===== config.mk =====
export PLATFORM = sky130hd
export DESIGN_NAME = pcm_frame_scheduler_flat
export DESIGN_NICKNAME = d
export VERILOG_FILES = /design/src/rtl/pcm_frame_scheduler_pkg.sv /design/src/rtl/pcm_frame_scheduler_if.sv /design/src/rtl/pcm_snapshot.sv /design/src/rtl/pcm_frame_scheduler.sv /design/src/flat_wrapper.sv
export SDC_FILE = /design/constraint.sdc
export NUM_CORES = 1
export LEC_CHECK = 0
export CAP_MARGIN = 20
export CORE_MARGIN = 3
export CORE_UTILIZATION = 42
export DETAILED_ROUTE_END_ITERATION = 8
export HOLD_SLACK_MARGIN = 0.15
export PLACE_DENSITY_LB_ADDON = 0.3
export SYNTH_ARGS = -nofsm -noshare
export SYNTH_HDL_FRONTEND = slang
export SYNTH_HIERARCHICAL = 1
export SYNTH_SLANG_ARGS = --single-unit

===== constraint.sdc =====
create_clock -name clk -period 2.5 [get_ports clk]
set_input_delay 0.25 -clock clk [delete_from_list [all_inputs] [get_ports clk]]
set_output_delay 0.25 -clock clk [all_outputs]
set_load 0.005 [all_outputs]

===== src/rtl/pcm_frame_scheduler_pkg.sv =====
// Shared types and helpers for the PCM frame scheduler.
//   PCM_W         width of one PCM sample
//   SEQ_W         width of the per-frame sequence number
//   state_t       scheduler FSM states
//   payload_off() byte offset, within a bank, of one payload byte
package pcm_frame_scheduler_pkg;

    localparam int unsigned PCM_W = 16;
    localparam int unsigned SEQ_W = 16;

    typedef enum logic [2:0] {
        StIdle,
        StWrLo,
        StWrHi,
        StSlot,
        StSeqLo,
        StSeqHi,
        StHand
    } state_t;

    // Header, then a 2-byte sequence field, then channel-interleaved little-endian samples.
    function automatic int unsigned payload_off(input int unsigned hdr_bytes,
                                                input int unsigned channels,
                                                input int unsigned slot,
                                                input int unsigned ch,
                                                input int unsigned b);
        return hdr_bytes + 2 + 2 * channels * slot + 2 * ch + b;
    endfunction

endpackage


===== src/rtl/pcm_frame_scheduler_if.sv =====
// Signal bundle between the scheduler and its surroundings.
//   pcm_stb, pcm_data      PCM sample set from the filters
//   eth_busy               transmitter busy
//   bram_wr_*              byte write port into the ping-pong BRAM
//   eth_start, eth_bank    frame handoff to the transmitter
//   frame_len              byte count of one frame
//   overrun_cnt            frames dropped because the transmitter was busy
//   sample_miss            sticky flag, a strobe arrived while the scheduler was busy
// modport master: the scheduler; modport slave: the environment.
interface pcm_frame_scheduler_if
    import pcm_frame_scheduler_pkg::*;
#(
    parameter int unsigned CHANNELS = 2,
    parameter int unsigned ADDR_W   = 10
);

    logic                      pcm_stb;
    logic [PCM_W*CHANNELS-1:0] pcm_data;
    logic                      eth_busy;
    logic                      bram_wr_en;
    logic [ADDR_W-1:0]         bram_wr_addr;
    logic [7:0]                bram_wr_data;
    logic                      eth_start;
    logic                      eth_bank;
    logic [ADDR_W-1:0]         frame_len;
    logic [7:0]                overrun_cnt;
    logic                      sample_miss;

    modport master (
        input  pcm_stb, pcm_data, eth_busy,
        output bram_wr_en, bram_wr_addr, bram_wr_data, eth_start, eth_bank, frame_len,
               overrun_cnt, sample_miss
    );

    modport slave (
        output pcm_stb, pcm_data, eth_busy,
        input  bram_wr_en, bram_wr_addr, bram_wr_data, eth_start, eth_bank, frame_len,
               overrun_cnt, sample_miss
    );

endinterface


===== src/rtl/pcm_snapshot.sv =====
// Holds one PCM sample set and reads it back a byte at a time.
//   clk      system clock
//   load     capture data this cycle
//   data     CHANNELS x 16-bit samples, channel n at [16n+15:16n]
//   sel      {channel, byte}; byte 0 is the low byte
//   rd_byte  selected byte of the held set
module pcm_snapshot
    import pcm_frame_scheduler_pkg::*;
#(
    parameter  int unsigned CHANNELS = 2,
    localparam int unsigned CH_W     = (CHANNELS > 1) ? $clog2(CHANNELS) : 1
) (
    input  logic                      clk,
    input  logic                      load,
    input  logic [PCM_W*CHANNELS-1:0] data,
    input  logic [CH_W:0]             sel,
    output logic [7:0]                rd_byte
);

    logic [PCM_W*CHANNELS-1:0] snap;

    always_ff @(posedge clk) begin
        if (load) begin
            snap <= data;
        end
    end

    // The packed layout makes {channel, byte} a direct byte index.
    always_comb begin
        rd_byte = snap[32'(sel) * 8 +: 8];
    end

endmodule


===== src/rtl/pcm_frame_scheduler.sv =====
// Sequences PCM sample sets into one half of a ping-pong BRAM and hands full frames, stamped
// with a sequence number, to the Ethernet transmitter while the other half fills.
//   clk   system clock
//   rst   synchronous, active-high reset
//   bus   pcm_frame_scheduler_if.master: PCM input, BRAM write port, transmitter handoff,
//         frame_len, overrun_cnt and sample_miss status
module pcm_frame_scheduler
    import pcm_frame_scheduler_pkg::*;
#(
    parameter int unsigned CHANNELS  = 2,
    parameter int unsigned SAMPLES   = 64,
    parameter int unsigned HDR_BYTES = 14,
    parameter int unsigned ADDR_W    = 10
) (
    input logic                    clk,
    input logic                    rst,
    pcm_frame_scheduler_if.master  bus
);

    localparam int unsigned CH_W      = (CHANNELS > 1) ? $clog2(CHANNELS) : 1;
    localparam int unsigned SLOT_W    = (SAMPLES > 1) ? $clog2(SAMPLES) : 1;
    localparam int unsigned OFF_W     = ADDR_W - 1;
    localparam int unsigned FRAME_LEN = HDR_BYTES + 2 + 2 * CHANNELS * SAMPLES;

    if (FRAME_LEN > (32'd1 << OFF_W)) begin : g_len_check
        $error("pcm_frame_scheduler: frame of %0d bytes does not fit a %0d-byte bank",
               FRAME_LEN, 32'd1 << OFF_W);
    end

    if (CHANNELS < 1 || CHANNELS > 16) begin : g_chan_check
        $error("pcm_frame_scheduler: CHANNELS must be 1..16, got %0d", CHANNELS);
    end

    state_t              state;
    logic [CH_W-1:0]     ch;
    logic [SLOT_W-1:0]   slot;
    logic [SEQ_W-1:0]    seq;
    logic                fill_bank;
    logic                wr_en;
    logic [ADDR_W-1:0]   wr_addr;
    logic [7:0]          wr_data;
    logic                eth_start;
    logic                eth_bank;
    logic [7:0]          overrun_cnt;
    logic                sample_miss;

    logic                snap_load;
    logic                hi_byte;
    logic [CH_W:0]       snap_sel;
    logic [7:0]          snap_byte;
    logic [ADDR_W-1:0]   payload_addr;

    always_comb begin
        snap_load    = (state == StIdle) && bus.pcm_stb;
        hi_byte      = (state == StWrHi);
        snap_sel     = {ch, hi_byte};
        payload_addr = {fill_bank,
                        OFF_W'(payload_off(HDR_BYTES, CHANNELS, 32'(slot), 32'(ch),
                                           32'(hi_byte)))};
    end

    pcm_snapshot #(
        .CHANNELS (CHANNELS)
    ) u_snapshot (
        .clk     (clk),
        .load    (snap_load),
        .data    (bus.pcm_data),
        .sel     (snap_sel),
        .rd_byte (snap_byte)
    );

    always_ff @(posedge clk) begin
        if (rst) begin
            state       <= StIdle;
            ch          <= '0;
            slot        <= '0;
            seq         <= '0;
            fill_bank   <= 1'b0;
            wr_en       <= 1'b0;
            wr_addr     <= '0;
            wr_data     <= '0;
            eth_start   <= 1'b0;
            eth_bank    <= 1'b1;
            overrun_cnt <= '0;
            sample_miss <= 1'b0;
        end else begin
            wr_en     <= 1'b0;
            eth_start <= 1'b0;

            // The strobe is only sampled in idle; anywhere else it is lost.
            if (bus.pcm_stb && state != StIdle) begin
                sample_miss <= 1'b1;
            end

            unique case (state)
                StIdle: begin
                    if (bus.pcm_stb) begin
                        ch    <= '0;
                        state <= StWrLo;
                    end
                end
                StWrLo: begin
                    wr_en   <= 1'b1;
                    wr_addr <= payload_addr;
                    wr_data <= snap_byte;
                    state   <= StWrHi;
                end
                StWrHi: begin
                    wr_en   <= 1'b1;
                    wr_addr <= payload_addr;
                    wr_data <= snap_byte;
                    if (ch == CH_W'(CHANNELS - 1)) begin
                        state <= StSlot;
                    end else begin
                        ch    <= ch + 1'b1;
                        state <= StWrLo;
                    end
                end
                StSlot: begin
                    if (slot == SLOT_W'(SAMPLES - 1)) begin
                        slot  <= '0;
                        state <= StSeqLo;
                    end else begin
                        slot  <= slot + 1'b1;
                        state <= StIdle;
                    end
                end
                StSeqLo: begin
                    wr_en   <= 1'b1;
                    wr_addr <= {fill_bank, OFF_W'(HDR_BYTES)};
                    wr_data <= seq[7:0];
                    state   <= StSeqHi;
                end
                StSeqHi: begin
                    wr_en   <= 1'b1;
                    wr_addr <= {fill_bank, OFF_W'(HDR_BYTES + 1)};
                    wr_data <= seq[15:8];
                    state   <= StHand;
                end
                StHand: begin
                    seq <= seq + 1'b1;
                    if (!bus.eth_busy) begin
                        eth_start <= 1'b1;
                        eth_bank  <= fill_bank;
                        fill_bank <= ~fill_bank;
                    end else if (overrun_cnt != 8'hFF) begin
                        // Busy transmitter: the frame is dropped and this bank refilled.
                        overrun_cnt <= overrun_cnt + 1'b1;
                    end
                    state <= StIdle;
                end
                default: begin
                    state <= StIdle;
                end
            endcase
        end
    end

    assign bus.bram_wr_en   = wr_en;
    assign bus.bram_wr_addr = wr_addr;
    assign bus.bram_wr_data = wr_data;
    assign bus.eth_start    = eth_start;
    assign bus.eth_bank     = eth_bank;
    assign bus.frame_len    = ADDR_W'(FRAME_LEN);
    assign bus.overrun_cnt  = overrun_cnt;
    assign bus.sample_miss  = sample_miss;

endmodule


===== src/flat_wrapper.sv =====
// flat-port wrapper written by rule: the top's interface ports become plain ports
module pcm_frame_scheduler_flat import pcm_frame_scheduler_pkg::*;
#(
    parameter int unsigned CHANNELS  = 2,
    parameter int unsigned SAMPLES   = 64,
    parameter int unsigned HDR_BYTES = 14,
    parameter int unsigned ADDR_W    = 10
)
  (clk, rst, bus_pcm_stb, bus_pcm_data, bus_eth_busy, bus_bram_wr_en, bus_bram_wr_addr, bus_bram_wr_data, bus_eth_start, bus_eth_bank, bus_frame_len, bus_overrun_cnt, bus_sample_miss);
  pcm_frame_scheduler_if #(.CHANNELS(CHANNELS), .ADDR_W(ADDR_W)) bus_i ();
  input logic clk;
  input logic rst;
  input wire logic [$bits(bus_i.pcm_stb)-1:0] bus_pcm_stb;
  input wire logic [$bits(bus_i.pcm_data)-1:0] bus_pcm_data;
  input wire logic [$bits(bus_i.eth_busy)-1:0] bus_eth_busy;
  output wire logic [$bits(bus_i.bram_wr_en)-1:0] bus_bram_wr_en;
  output wire logic [$bits(bus_i.bram_wr_addr)-1:0] bus_bram_wr_addr;
  output wire logic [$bits(bus_i.bram_wr_data)-1:0] bus_bram_wr_data;
  output wire logic [$bits(bus_i.eth_start)-1:0] bus_eth_start;
  output wire logic [$bits(bus_i.eth_bank)-1:0] bus_eth_bank;
  output wire logic [$bits(bus_i.frame_len)-1:0] bus_frame_len;
  output wire logic [$bits(bus_i.overrun_cnt)-1:0] bus_overrun_cnt;
  output wire logic [$bits(bus_i.sample_miss)-1:0] bus_sample_miss;
  assign bus_i.pcm_stb = bus_pcm_stb;
  assign bus_i.pcm_data = bus_pcm_data;
  assign bus_i.eth_busy = bus_eth_busy;
  assign bus_bram_wr_en = bus_i.bram_wr_en;
  assign bus_bram_wr_addr = bus_i.bram_wr_addr;
  assign bus_bram_wr_data = bus_i.bram_wr_data;
  assign bus_eth_start = bus_i.eth_start;
  assign bus_eth_bank = bus_i.eth_bank;
  assign bus_frame_len = bus_i.frame_len;
  assign bus_overrun_cnt = bus_i.overrun_cnt;
  assign bus_sample_miss = bus_i.sample_miss;
  pcm_frame_scheduler #(.CHANNELS(CHANNELS), .SAMPLES(SAMPLES), .HDR_BYTES(HDR_BYTES), .ADDR_W(ADDR_W)) u_core (.clk(clk), .rst(rst), .bus(bus_i));
endmodule

==> results.sh <==
export IMPL_status="complete, no violations"
export IMPL_hold_viol=0
export IMPL_synth_edf_count=32
export IMPL_maxCapViolations=0
export IMPL_skew_ps=11.22
export IMPL_critPathLaunchType="flop"
export IMPL_clockPowerShare_pct=36.2
export IMPL_p_leak_nw=1.688
export IMPL_drc=0
export IMPL_cp_startpoint="u_core/state[0]"
export IMPL_worst_pin_slew_ps=795.1
export IMPL_synth_largest_area_cell="dfxtp_1"
export IMPL_cp_end_kind="flop"
export IMPL_worstSetupEndpoint="u_core/bus.bram_wr_data[0]"
export IMPL_synth_cell_types=51
export IMPL_holdCritPathClass="primary input to flop"
export IMPL_synthTopCellsByCount="57 x dfxtp_1, 38 x nor2_1, 32 x edfxtp_1, 20 x a21oi_1, 20 x nand2_1"
export IMPL_switching_share_pct=22.92
export IMPL_power_density_nw_per_um2=603.7
export IMPL_synth_top_family_by_area="simple AND/OR/NAND/NOR gates"
export IMPL_yosys_area_share_simple_pct=15.74
export IMPL_htree_levels=3
export IMPL_syn_avg_cell_area_um2=10.87
export IMPL_rr_worst_depth=7
export IMPL_first_pass_iters=4
export IMPL_wirelength_um=8659
export IMPL_nets=468
export IMPL_drt_iter0_drc=168
export IMPL_nFillCells=846
export IMPL_max_freq_mhz=456.7
export IMPL_die_h_um=104.5
export IMPL_chipWidth_um=104.5
export IMPL_num_rows=35
export IMPL_cp_arrival_ps=2400
export IMPL_wire_per_inst_um=15.41
export IMPL_start_util_pct=43.72
export IMPL_crit_family="multiplexers"
export IMPL_p_seq_share_pct=53.5
export IMPL_min_period_over_period_pct=87.59
export IMPL_gp_congestion=0.8002
export IMPL_path_depth=7
export IMPL_period_needed_ps=2190
export IMPL_regArea_um2=2102
export IMPL_post_dp_hpwl_um=6034
export IMPL_holdBufCountCts=0
export IMPL_ioPinCount=76
export IMPL_slowest_stage="mux4_2"
export IMPL_n_antenna_cell=0
export IMPL_core_area_um2=9328
export IMPL_critical_path_class="flop to flop"
export IMPL_synth_seq_area_share_pct=51.55
export IMPL_critPathMostFrequentCell="nor2_1"
export IMPL_yosys_warnings=6
export IMPL_ant_nets=0
export IMPL_dp_slack_ps=150.2
export IMPL_design_area_um2=4964
export IMPL_drive_gt1_share_pct=9.469
export IMPL_multi_input_area_um2=1762
export IMPL_area_growth_pct=21.72
export IMPL_relSlewSlack_pct=46.88
export IMPL_synth_area_leaders="dfxtp_1 28%, edfxtp_1 24%, mux4_2 7.7%"
export IMPL_async_reset_ff_share_pct=0
export IMPL_finalSetupViolCount=0
export IMPL_cts_tree="yes"
export IMPL_yosys_cell_count_top_type="dfxtp_1"
export IMPL_drv_slew=0
export IMPL_layout_setup_ws_ps=310.4
export IMPL_dpl_cell_area_um2=4742
export IMPL_clockBufferDepth=2
export IMPL_synth_xor_area_share_pct=3.651
export IMPL_dp_cells=546
export IMPL_muxShareOfSynthArea_pct=10.28
export IMPL_worstSkewPairLatency_ps=350
export IMPL_yosys_most_used_dff="dfxtp_1"
export IMPL_num_vias=3026
export IMPL_synth_seq_cells=89
export IMPL_dieArea_um2=10930
export IMPL_p_comb_share_pct=10.2
export IMPL_crit_path_cell_trace="nor2_1 -> nand2_1 -> clkinvlp_4 -> mux4_2 -> mux4_1 -> nor2_1 -> a311oi_1"
export IMPL_cts_setup_buffers=0
export IMPL_p_switching_mw=0.6867
export IMPL_critical_path_reg2reg_endpoint="u_core/bus.bram_wr_data[0]"
export IMPL_grt_max_degree=45
export IMPL_antenna_found_initial=0
export IMPL_regToRegSetupSlack_ps=310
export IMPL_grt_pass1_wl_um=14290
export IMPL_viasPerCell=5.384
export IMPL_crit_buf_inv=1
export IMPL_grt_usage_pct=16.09
export IMPL_p_int_mw=2.310
export IMPL_cts_buffers=9
export IMPL_netlist_area_leader_share_pct=27.98
export IMPL_grt_pass1_vias=2931
export IMPL_port_buffers=65
export IMPL_clk_pin_slew_ps=80
export IMPL_irDropWorstVdd_uv=287.6
export IMPL_root_buffer="clkbuf_8"
export IMPL_rsz0062_at_grt="false"
export IMPL_max_stage_delay_ps=550
export IMPL_cp_max_fo=8
export IMPL_grt_overflow=0
export IMPL_worstPathRequired_ps=2710
export IMPL_syn_cell_area_um2=4078
export IMPL_stdcell_count=562
export IMPL_whs_ps=293.9
export IMPL_postCtsResizedCells=0
export IMPL_r2r_start="u_core/state[0]"
export IMPL_netlist_instances=375
export IMPL_synth_compound_area_share_pct=11.38
export IMPL_finalSetupTns_ps=0
export IMPL_synthAdderAreaFrac_pct=1.227
export IMPL_cts_sinks=89
-- per-stage QoR --
step	utilization [%]	total power, mW
2_1_floorplan	-	1.811
3_3_place_gp	50.84	1.935
3_5_place_dp	50.84	1.946
4_1_cts	53.17	3.029
5_1_grt	53.21	3.116
6_report	53.21	2.997
-- state kept, by name, summed over array words and instances, names as in the netlist, 3 cells and up --
register and flops:
u_core/bus.bram_wr_data 8, u_core/bus.bram_wr_addr 10, u_core/slot 6, u_core/state 3, u_core/seq 16, u_core/u_snapshot/snap 32, u_core/bus.overrun_cnt 8
-- routing by layer --
layer | global-route usage (%) | up-vias | routed length, µm
met5 | 0 | - | 0
met1 | 20.93 | 1454 | 3940
met3 | 3.891 | 8 | 505
met4 | 6.743 | 0 | 110
li1 | - | 1471 | -
met2 | 25.69 | 93 | 4103
-- cell type report --
class	count	share of cell area [%]
inverter	7	0.6050
clock buffer	10	2.571
tap	129	3.252
multi-input combinational	250	35.49
clock inverter	6	1.815
sequential	89	42.35
timing repair buffer	71	13.91
-- how the worst min path moves through the flow --
stage	start	to	slack (ps)	cells past startpoint
after global placement	u_core/bus.sample_miss	u_core/bus.sample_miss	450	2
after CTS	rst	u_core/bus.bram_wr_addr[6]	270	2
after global routing	rst	u_core/bus.bram_wr_addr[6]	310	2
after floorplan	bus_eth_busy	u_core/bus.eth_start	330	1
final	rst	u_core/bus.bram_wr_addr[6]	290	2
after detailed placement	u_core/bus.sample_miss	u_core/bus.sample_miss	460	2
-- placed cells by master (no fill, tap or decap), drive strengths merged, types with 3 or more instances in the layout --
cell type / count
a311oi: 8
o21ai: 19
nor3: 7
conb: 10
mux2i: 4
dfxtp: 57
clkdlybuf4s50: 64
a211oi: 3
nand2: 20
and2: 5
buf: 7
nand3: 17
xnor2: 7
inv: 7
mux4: 16
a21oi: 20
clkbuf: 10
or4: 4
or3: 8
nor2: 38
and3: 4
nand4: 6
xor2: 10
nand2b: 3
a2bb2oi: 4
ha: 4
o31ai: 5
o21bai: 3
o22ai: 3
edfxtp: 32
-- cells by family (layout without fill, tap and decap cells) --
| family | count (synthesis) | after routing |
|---|---|---|
| fa+ha+maj | 4 | 4 |
| flops | 89 | 89 |
| other cells | 2 | 10 |
| mux | 21 | 21 |
| buf+inv | 44 | 94 |
| xor+xnor | 17 | 17 |
| compound gates | 73 | 73 |
| simple gates | 125 | 125 |
-- power by group through the flow --
stage	sequential [mW]	combinational [mW]	clock, mW
after global routing	1.61	0.334	1.17
after detailed placement	1.64	0.307	0
final	1.60	0.306	1.09
after global placement	1.64	0.300	0
after CTS	1.61	0.307	1.12
after floorplan	1.63	0.183	0
(Power assumes the default switching activity.)
==> RTL change (same settings) <==
The 7 states of `state_t` get a Gray code encoding in 3 bits.
--- a/src/rtl/pcm_frame_scheduler_pkg.sv
+++ b/src/rtl/pcm_frame_scheduler_pkg.sv
@@ -9,13 +9,13 @@
     localparam int unsigned SEQ_W = 16;
 
     typedef enum logic [2:0] {
-        StIdle,
-        StWrLo,
-        StWrHi,
-        StSlot,
-        StSeqLo,
-        StSeqHi,
-        StHand
+        StIdle  = 3'b000,
+        StWrLo  = 3'b001,
+        StWrHi  = 3'b011,
+        StSlot  = 3'b010,
+        StSeqLo = 3'b110,
+        StSeqHi = 3'b111,
+        StHand  = 3'b101
     } state_t;
 
     // Header, then a 2-byte sequence field, then channel-interleaved little-endian samples.
Check against the original RTL: same outputs for any inputs over 10 cycles, from zero or initial values and one cycle with rst high; not proved beyond that.
==> RTL change against the unedited design <==
  * Wire length is 4.3% lower
  * Final area up 0.23%
  * Final cell count up 2.7%
  * Non-clock buffer count up 2
  * Sequential cell count is the same
  * Largest power group unchanged
  * Die area fell by 0.86%
  * Critical path depth fell by 3
  * Total power down 0.33%
  * Worst setup slack better by 0.20 ns
  * Area after synthesis down 0.92%
==> RTL change: results (changes against the unedited design) <==
Logic synthesis
The count of warnings emitted by yosys is 6 (unchanged). The number of enable flip-flop cells after synthesis is 32 (unchanged). The proportion of synthesized chip area in sequential cells is 0.5203 (was 0.5155).

The share of cell area taken by muxes after synthesis is 0.06287 (was 0.1028). Post-synth top cells: sky130_fd_sc_hd__nor2_1, sky130_fd_sc_hd__dfxtp_1, sky130_fd_sc_hd__edfxtp_1 (was sky130_fd_sc_hd__dfxtp_1, sky130_fd_sc_hd__nor2_1, sky130_fd_sc_hd__edfxtp_1). The adder and majority gate portion of the synthesized area was 0.01239 (was 0.01227). Largest cells by area after synthesis: sky130_fd_sc_hd__dfxtp_1, sky130_fd_sc_hd__edfxtp_1, sky130_fd_sc_hd__nor2_1, sky130_fd_sc_hd__mux4_2, sky130_fd_sc_hd__a21oi_1 (was sky130_fd_sc_hd__dfxtp_1, sky130_fd_sc_hd__edfxtp_1, sky130_fd_sc_hd__mux4_2, sky130_fd_sc_hd__nor2_1, sky130_fd_sc_hd__buf_4).

The fraction of synthesized cell area in xor and xnor cells is 0.04336 (was 0.03651). The complex-gate fraction of the synthesized area was 0.1034 (was 0.1138).

Global routing
The pin count of the biggest net entering global routing is 36 (was 45). The global-route wire length before repair was 13.99 mm (was 14.29 mm). The all-layer global routing usage is 0.1571 (was 0.1609).

The via count of the first global-routing pass is 2833 (was 2931).

Setup path
The arrival time of data at the critical path endpoint was 2.22 ns (was 2.40 ns). The maximum fanout count along the critical path came to 9 (was 8).

Final layout
The flip-flop count of the largest register after layout is 32 (unchanged). The post-layout net count is 483 (was 468). The number of fill cells is 838 (was 846). The proportion of layout cells with a drive suffix above 1 was 0.1004 (was 0.09469).

Pwr
The peak ir drop on the vdd network is 0.0003031 V (was 0.0002876 V). The leakage power of the design is 1.803 nW (was 1.688 nW).

Routing
The first-iteration detailed-routing DRC count is 161 (was 168). The mean number of vias per cell was 5.151 (was 5.384). The sum of routed wire length over all layers came to 8.284 mm (was 8.659 mm).

Placed design
The detailed placement HPWL is 5.982 mm (was 6.034 mm). The last weighted congestion value of the routability-driven placer is 0.8386 (was 0.8002).

Status
Result of the run: completed (unchanged).

Clock network
The clock tree buffer depth was 2 (unchanged).
## RTL change: cell count changes after synthesis, moves of 7 or more
cell                        change
sky130_fd_sc_hd__a2111oi_0      +8
sky130_fd_sc_hd__nand2_1        -7
sky130_fd_sc_hd__o21ai_0        -9
sky130_fd_sc_hd__nor2_1        +23
sky130_fd_sc_hd__nor3_1         +7
sky130_fd_sc_hd__a311oi_1       -8
## RTL change: power breakdown
group          switching (mW)  leakage, nW  internal [mW]  total [mW]
combinational           0.120        0.931          0.153       0.273
sequential             0.0364        0.766           1.57        1.61
clock                   0.535        0.107          0.573        1.11
total                   0.691         1.80           2.30        2.99
## RTL change: kinds of logic (layout without fill, tap and decap cells)
group / Yosys count / after routing
flops: 89 / 89
fa+ha+maj: 4 / 4
buf+inv: 39 / 95
compound gates: 63 / 63
mux: 15 / 15
simple gates: 152 / 152
other cells: 2 / 10
xor+xnor: 20 / 20
## RTL change: critical path: stages (launching register included)
cell	delay (ns)
sky130_fd_sc_hd__dfxtp_1	0.48
sky130_fd_sc_hd__and2_1	0.54
sky130_fd_sc_hd__mux4_2	0.57
sky130_fd_sc_hd__o21ai_0	0.15
sky130_fd_sc_hd__a2111oi_0	0.11
## RTL change: final cells by class
type                       instances  area share
clock buffer                       9     0.02490
clock inverter                     7     0.02037
inverter                           6    0.004527
multi-input combinational        264      0.3534
sequential                        89      0.4225
tap                              129     0.03244
timing repair buffer              73      0.1419
## RTL change: routing by layer
metal  share of wire  track usage  vias up
met4           0.012      0.05698        0
li1                -            -     1476
met1            0.47       0.2179     1382
met2            0.45       0.2354      104
met3           0.062      0.04345       10
met5               0            0        -
## RTL change: through the flow
stage | std cells | worst slack [ns] | utilization | instance area, um2
after floorplan | 392 | 0.5039 | - | 4070
after global placement | 561 | 0.5728 | 0.5116 | 4750
after detailed placement | 561 | 0.4514 | 0.5116 | 4750
after CTS | 577 | 0.4469 | 0.5358 | 4975
after global routing | 577 | 0.3002 | 0.5358 | 4975
final | 577 | 0.5111 | 0.5358 | 4975
## RTL change: path summary, 6_finish.rpt
path | start | to | slack [ns] | depth (start not counted)
max | u_core/state[1] | u_core/bus.bram_wr_data[7] | 0.51 | 4
min | rst | u_core/seq[10] | 0.31 | 2
max reg2reg | u_core/state[1] | u_core/bus.bram_wr_data[7] | 0.51 | 4
min reg2reg | u_core/bus.bram_wr_addr[9] | u_core/bus.bram_wr_addr[9] | 0.47 | 2
